==> config.mk <==
export PLATFORM = sky130hd
export DESIGN_NAME = ula_seq
export DESIGN_NICKNAME = d
export VERILOG_FILES = /design/src/rtl/ula_seq.sv
export SDC_FILE = /design/constraint.sdc
export NUM_CORES = 1
export LEC_CHECK = 0
export BUFFER_PORTS_ARGS = -buffer_cell sky130_fd_sc_hd__buf_2
export CAP_MARGIN = 15
export CORE_UTILIZATION = 30
export CTS_CLUSTER_DIAMETER = 40
export DETAILED_ROUTE_END_ITERATION = 6
export GPL_ROUTABILITY_DRIVEN = 0
export PLACE_DENSITY_LB_ADDON = 0.2
export SYNTH_ARGS = -nofsm -noshare
export SYNTH_HDL_FRONTEND = slang
export SYNTH_SLANG_ARGS = --single-unit
==> constraint.sdc <==
create_clock -name clk -period 1.52 [get_ports clk]
set_input_delay 0.152 -clock clk [delete_from_list [all_inputs] [get_ports clk]]
set_output_delay 0.152 -clock clk [all_outputs]
set_load 0.02 [all_outputs]
==> src/rtl/ula_seq.sv <==
// ula_seq: sequential WIDTH-bit ALU (ADD/SUB/SHL/SHR/AND/OR/XOR/NOT) with
// valid/ready handshakes on request and result, registered result and flags.
// Shifts are iterative (one bit per cycle) by default; defining
// ULA_BARREL_SHIFT_EN swaps in a single-cycle barrel shifter and drops the
// SHIFT state entirely.
module ula_seq #(
    parameter int WIDTH = 4
) (
    input  logic             clk,
    input  logic             rst_n,
    input  logic             in_valid,
    output logic             in_ready,
    input  logic [2:0]       op,
    input  logic [WIDTH-1:0] a,
    input  logic [WIDTH-1:0] b,
    output logic             out_valid,
    input  logic             out_ready,
    output logic [WIDTH-1:0] result,
    output logic             flag_z,
    output logic             flag_n,
    output logic             flag_c,
    output logic             flag_v
);

    localparam int CNT_W = $clog2(WIDTH + 2);

    localparam logic [2:0] OP_ADD = 3'd0;
    localparam logic [2:0] OP_SUB = 3'd1;
    localparam logic [2:0] OP_SHL = 3'd2;
    localparam logic [2:0] OP_SHR = 3'd3;
    localparam logic [2:0] OP_AND = 3'd4;
    localparam logic [2:0] OP_OR  = 3'd5;
    localparam logic [2:0] OP_XOR = 3'd6;
    localparam logic [2:0] OP_NOT = 3'd7;

`ifdef ULA_BARREL_SHIFT_EN
    typedef enum logic [1:0] {IDLE = 2'd0, DONE = 2'd2} state_t;
`else
    typedef enum logic [1:0] {IDLE = 2'd0, SHIFT = 2'd1, DONE = 2'd2} state_t;
`endif

    state_t            state;
    logic              accept;
    logic              go_shift;
    logic [WIDTH:0]    ext;
    logic [WIDTH-1:0]  alu_res;
    logic              alu_c;
    logic              alu_v;

    // DONE only frees the slot when the consumer drains it this cycle
    assign in_ready  = (state == IDLE) || ((state == DONE) && out_ready);
    assign out_valid = (state == DONE);
    assign accept    = in_valid && in_ready;

    // single-cycle result for everything that does not need the iterative shifter
    always_comb begin
        ext     = '0;
        alu_res = '0;
        alu_c   = 1'b0;
        alu_v   = 1'b0;
        case (op)
            OP_ADD: begin
                ext     = {1'b0, a} + {1'b0, b};
                alu_res = ext[WIDTH-1:0];
                alu_c   = ext[WIDTH];
                alu_v   = (a[WIDTH-1] == b[WIDTH-1]) && (ext[WIDTH-1] != a[WIDTH-1]);
            end
            OP_SUB: begin
                // bit WIDTH of the extended difference is the borrow (a < b)
                ext     = {1'b0, a} - {1'b0, b};
                alu_res = ext[WIDTH-1:0];
                alu_c   = ext[WIDTH];
                alu_v   = (a[WIDTH-1] != b[WIDTH-1]) && (ext[WIDTH-1] != a[WIDTH-1]);
            end
`ifdef ULA_BARREL_SHIFT_EN
            // one spare bit on the outgoing side catches the last bit shifted out
            OP_SHL: begin
                ext     = {1'b0, a} << b;
                alu_res = ext[WIDTH-1:0];
                alu_c   = ext[WIDTH];
            end
            OP_SHR: begin
                ext     = {a, 1'b0} >> b;
                alu_res = ext[WIDTH:1];
                alu_c   = ext[0];
            end
`else
            // only reached with b == 0: nothing moves, nothing shifted out
            OP_SHL:  alu_res = a;
            OP_SHR:  alu_res = a;
`endif
            OP_AND:  alu_res = a & b;
            OP_OR:   alu_res = a | b;
            OP_XOR:  alu_res = a ^ b;
            OP_NOT:  alu_res = ~a;
            default: alu_res = '0;
        endcase
    end

`ifdef ULA_BARREL_SHIFT_EN
    assign go_shift = 1'b0;
`else
    logic [WIDTH-1:0] work;
    logic [CNT_W-1:0] cnt;
    logic [CNT_W-1:0] cnt_load;
    logic             dir_r;
    logic [WIDTH-1:0] work_nxt;
    logic             shout;

    assign go_shift = ((op == OP_SHL) || (op == OP_SHR)) && (b != '0);

    // more than WIDTH+1 steps cannot change anything: result and carry are both 0 by then
    assign cnt_load = ({1'b0, b} > (WIDTH + 1)'(WIDTH + 1)) ? CNT_W'(WIDTH + 1) : CNT_W'(b);

    // one-bit step of the working register; dir_r=1 is a right shift
    always_comb begin
        work_nxt = dir_r ? {1'b0, work[WIDTH-1:1]} : {work[WIDTH-2:0], 1'b0};
        shout    = dir_r ? work[0] : work[WIDTH-1];
    end
`endif

    // FSM, result and flag registers
    always_ff @(posedge clk or negedge rst_n) begin
        if (!rst_n) begin
            state  <= IDLE;
            result <= '0;
            flag_z <= 1'b0;
            flag_n <= 1'b0;
            flag_c <= 1'b0;
            flag_v <= 1'b0;
`ifndef ULA_BARREL_SHIFT_EN
            work   <= '0;
            cnt    <= '0;
            dir_r  <= 1'b0;
`endif
        end else if (accept) begin
            if (go_shift) begin
`ifndef ULA_BARREL_SHIFT_EN
                state <= SHIFT;
                work  <= a;
                cnt   <= cnt_load;
                dir_r <= op[0];
`endif
            end else begin
                state  <= DONE;
                result <= alu_res;
                flag_z <= (alu_res == '0);
                flag_n <= alu_res[WIDTH-1];
                flag_c <= alu_c;
                flag_v <= alu_v;
            end
        end else if ((state == DONE) && out_ready) begin
            state <= IDLE;
        end
`ifndef ULA_BARREL_SHIFT_EN
        else if (state == SHIFT) begin
            work <= work_nxt;
            cnt  <= cnt - CNT_W'(1);
            if (cnt == CNT_W'(1)) begin
                state  <= DONE;
                result <= work_nxt;
                flag_z <= (work_nxt == '0);
                flag_n <= work_nxt[WIDTH-1];
                flag_c <= shout;
                flag_v <= 1'b0;
            end
        end
`endif
    end

endmodule

After elaboration in Yosys (flattened, before gate mapping)
Index checks and enable logic that the tools add are counted.
{ "totals": {"ff_bits": 18, "inputBits": 15, "out_inout_bits": 10, "word_cells": 99} }
{ "classes": {"n_addsub": 3, "order_cmp": 1, "n_eq_ne": 17, "mux": 44, "bitwise_logic": 4, "reduce_logical": 21} }
{ "ops": {"columns": ["cell", "n"], "rows": [
  ["two-way mux 4 bit", 10],
  ["case mux 4 bit (7 select lines)", 1],
  ["two-way mux 1 bit", 21],
  ["two-way mux 3 bit", 5],
  ["equality test 3 bit (second input constant)", 4],
  ["two-way mux 2 bit", 5],
  ["zero test 4 bit", 2],
  ["equality test 3 x 1 -> 1 bit (second input constant)", 2],
  ["equality test 3 x 2 -> 1 bit (second input constant)", 2],
  ["nonzero test 3 bit", 2],
  ["adder 4 x 4 -> 5 bit", 1],
  ["logical AND 1 bit", 5],
  ["subtractor 4 x 4 -> 5 bit", 1],
  ["bitwise AND 4 bit", 1],
  ["> comparator 4 x 3 -> 1 bit (second input constant)", 1],
  ["inequality test 2 bit (second input constant)", 2],
  ["NOT 4 bit", 1],
  ["OR 4 bit", 1],
  ["case mux 1 bit (2 select lines)", 2],
  ["AND reduction 2 bit", 2],
  ["AND reduction 4 bit", 1],
  ["nonzero test 2 bit", 2],
  ["nonzero test 4 bit", 1],
  ["XOR 4 bit", 1],
  ["other kinds (11)", 14]
]} }

Longest topological paths before layout
{ "depth": {"ltp_word": 6, "ltp_mapped": 10} }

Least setup slack after synthesis
No wires, ideal clock.
{ "synth_timing": {"path_type": "input -> register", "from": "input port a[0]", "to": "register result[2]", "setup_time_ns": 0.082, "arrival_ns": 1.865, "required_ns": 1.438, "path_slack_ns": -0.427, "stages": 10, "path_cell_list": "inv_1 ha_1 inv_1 fa_1 or2_1 a221oi_2 o21ai_1 a221oi_2 nand2_1 a31oi_1"} }
{ "synth_via": {"elab_chain_len": 4, "elab_cells_between_ends": 5, "classes_between": "add/sub (2); mux (3)"} }
{ "synth_rtl": {"columns": ["element", "line_no", "rtl"], "rows": [
  ["start, declared", "14", "input logic [WIDTH-1:0] a,"],
  ["subtractor 4 x 4 -> 5 bit or adder 4 x 4 -> 5 bit (tied branches)", "70, 63", null],
  ["case mux 4 bit (7 select lines) *", "61", "case (op)"],
  ["two-way mux 4 bit *", "137", "if (go_shift) begin"],
  ["two-way mux 4 bit *", "136", "end else if (accept) begin"],
  ["end signal, assigned", "146", "result <= alu_res;"],
  ["end signal, assigned", "161", "result <= work_nxt;"],
  ["end, declared", "18", "output logic [WIDTH-1:0] result,"]
]} }
Mark *: on every way between the ends. The rest lies on a longest branch, timed or not. The select of a mux whose other input is x is not followed.
A chain may end at the register's enable or synchronous reset.

Worst setup path after layout
{ "layout_timing": {"from": "input port a[0]", "to": "register flag_z"} }
{ "layout_via": {"elab_chain_len": 5, "elab_cells_between_ends": 10, "classes_between": "add/sub (2); mux (3); bitwise (4); reduce/logical (1)"} }
{ "layout_rtl": {"columns": ["element", "line_no", "rtl"], "rows": [
  ["subtractor 4 x 4 -> 5 bit (tied with other cells)", "70", "ext = {1'b0, a} - {1'b0, b};"],
  ["case mux 4 bit (7 select lines) *", "61", null],
  ["zero test 4 bit *", "147", "flag_z <= (alu_res == '0);"],
  ["two-way mux 1 bit *", "137", null],
  ["two-way mux 1 bit *", "136", null],
  ["end signal, assigned", "147", null],
  ["end signal, assigned", "162", "flag_z <= (work_nxt == '0);"],
  ["end, declared", "19", "output logic flag_z,"]
]} }
Marked as above.

==> impl_results.md <==
* Chip Width at 76.3 um
* Worst-Margin Slew at around 400 ps
* RSZ-0062 raised after global routing: true
* Final HPWL DP at ~3700 um
* Warnings, synthesis at 0
* CP Max Fanout at 2
* EDFF count, synth at 0
* Fraction of registers with async set/reset at 1.00
* Yosys reg bits at 17
* DRC Markers at 0
* PD cells at 1160 nW/um^2
* Synth Cell Area at between 1500 and 2000 um^2
* Vias in the first global route at 1646
* Port Buffer Count at 24
* Clk sinks at 17
* Critical Path Start Type: input pin
* Crit-path cells: buf_12 -> inv_12 -> ha_4 -> inv_2 -> fa_2 -> or2_1 -> a221oi_2 -> o21ai_1 -> a221oi_2 -> buf_4 -> o31ai_2
* Initial Util at 0.318
* Crit path time final at 1740 ps
* Remaining Overflow, GRT at 0
* N_diodes at 0
* Cells on worst reg2reg path at 5
* CTS tree: done
* Yosys top cell area share at 0.257
* CTS Buf Count at 3
* CP max stage delay at 330 ps
* Share of cells above drive strength 1 at 0.557
* Die height at 76.3 um
* Synth-to-Final Area Change at 58.1%
* VDD IR max at 0.729 mV
* Most used cell, CP: a221oi_2
* Max-slew violation count at 0
* Pleak at about 1.2 nW
* Final Hold Fails at 0
* Power, Total at 3.03 mW
* Final ANT Viol Nets at 0
* Root Driver: clkbuf_8
* Setup WS post-layout at -224 ps
* Synth area leaders: dfrtp_1 26%, ha_1 11%, a21oi_1 4.5%
* Site Rows at 26
* DIE AREA at 5820 um^2
* Initial antenna violation count at 0
* Fillers at 498
* Ports at 25
* Hold path depth at 2
* Reg clk slew, reported paths at 80 ps
* Slew margin rel. at 0.734
* Post-place setup slack at -638 ps
* Drt first pass iters at 4
* Failing checks: negative setup slack
* Yosys cell types at 56
* WL per Instance at 13.9 um
* Hold Slack at 80.4 ps
* MaxCap Viol Count at 0
* First-pass GRT wire length at 7980 um
* Final setup viols at 6
* Net Count, Synth at 216
* Skew-Pair Late Insertion Delay at roughly 260 ps
* Via density per instance at 4.81
* Sequential-to-total area share from yosys stat at 0.257
* # H-tree levels at 1
* Clk_skew at 5.41 ps
* Gr usage total at 0.171
* Total Routed Length at around 4800 um
* # nets final at 303
* Hold Crit Class: in -> reg
* TNS Setup at -718 ps
* Most frequent cells in the layout: 55 x buf_4, 21 x buf_2, 15 x dfrtp_1
* Critical path arrival at ~1900 ps
* Fin crit share at 1.15
* Commonest non-fill, non-tap cell in the layout: buf_4
* Fmax achieved at 0.573 GHz
* Main flop type after synthesis: dfrtp_1
* Post-synthesis instance total at 185
* Avg Cell Area, Syn at 8.95 um^2
* Crit Path Category: in -> reg
* CP max stage cell: fa_2
* Clock buffer depth at 2
* DR iter-0 viols at 96
* Maximum number of pins on one net before global-route repair at 18
* Yosys top cell by area: dfrtp_1
* Via count at between 1500 and 2000
* Core region area at 5200 um^2
* Crit end category: register
* Status: complete, but fails checks
* CP required at around 1700 ps
per-stage QoR:
stage	area (um^2)	std cells	util
finish	2620	341	0.503
global route	2620	341	0.503
CTS	2460	335	0.473
detailed placement	2230	321	0.429
global placement	2230	321	0.429
floorplan	1720	185	-
where the power goes:
| group | total, mW | switching [mW] | internal [mW] | leakage, nW |
|---|---|---|---|---|
| Clock | 0.355 | 0.173 | 0.182 | 0.0255 |
| Combinational | 1.81 | 0.926 | 0.885 | 0.991 |
| Sequential | 0.867 | 0.201 | 0.666 | 0.206 |
| Total | 3.03 | 1.30 | 1.73 | 1.22 |
cell usage after synthesis, drive strengths merged (2+ instances only):
cell type and count:
mux2 4, nor2b 2, o21ai 15, a21oi 15
o211ai 2, a2111oi 2, ha 14, xnor2 2
buf 8, a221oi 2, a211oi 3, o2bb2ai 2
o31ai 2, a21o 2, mux2i 3, dfrtp 17
nand2 18, nand3 2, mux4 2, fa 2
nor2 15, a31oi 3, nor3 5, inv 20
xor2 2
critical path, delay by kind of cell:
kind,cells,cell delay [ps]
AOI/OAI and AO/OA,4,710
adders and majority gates,2,450
buffers and inverters,4,330
and+or+nand+nor,1,240
registers in the layout, indices dropped and copies added, names as in the netlist:
register,count
dir_r,1
work,4
flag_c,1
flag_v,1
result,4
state,2
flag_z,1
cnt,3
cells by family after synthesis:
| logic type | Yosys count | share of synthesized area |
|---|---|---|
| and+or+nand+nor | 54 | 0.182 |
| DFF | 17 | 0.257 |
| xor gates and xnor gates | 4 | 0.0212 |
| AOI/OAI and AO/OA | 56 | 0.247 |
| buffers and inverters | 29 | 0.0899 |
| muxes | 9 | 0.0726 |
| adders and majority gates | 16 | 0.130 |
routing by layer:
layer	part of all wire	vias to the layer above	global-route usage
li1	-	828	-
met1	0.48	782	0.233
met2	0.48	27	0.286
met3	0.030	4	0.0311
met4	0.0074	0	0.0231
met5	0	-	0
worst paths after layout:
check	from	slack (ps)	end
min reg2reg	flag_v	490	flag_v
max reg2reg	state[0]	-70	flag_z
max in group asynchronous	rst_n	860	state[1]
min	out_ready	80	state[1]
max	a[0]	-220	flag_z
min in group asynchronous	rst_n	350	flag_c
area by class of cell:
type / count / area [um^2] / area share
flip-flops and latches: 17 / 428 / 0.163
clock inverters: 1 / 5.00 / 0.00191
repair buffers: 91 / 702 / 0.268
inverters: 20 / 91.3 / 0.0349
clock buffers: 3 / 41.3 / 0.0158
multi-input cells: 139 / 1260 / 0.482
well taps: 70 / 87.6 / 0.0335
repair_timing:
action / CTS / global route
resized for setup: 32 / 33
hold buffers: 1 / 0
setup buffers: 9 / 8
setup endpoints to repair: 9 / 16
endpoints found under the hold margin: 17 / 0
pin swaps: 33 / 26
Power figures use the tool's default switching activity.
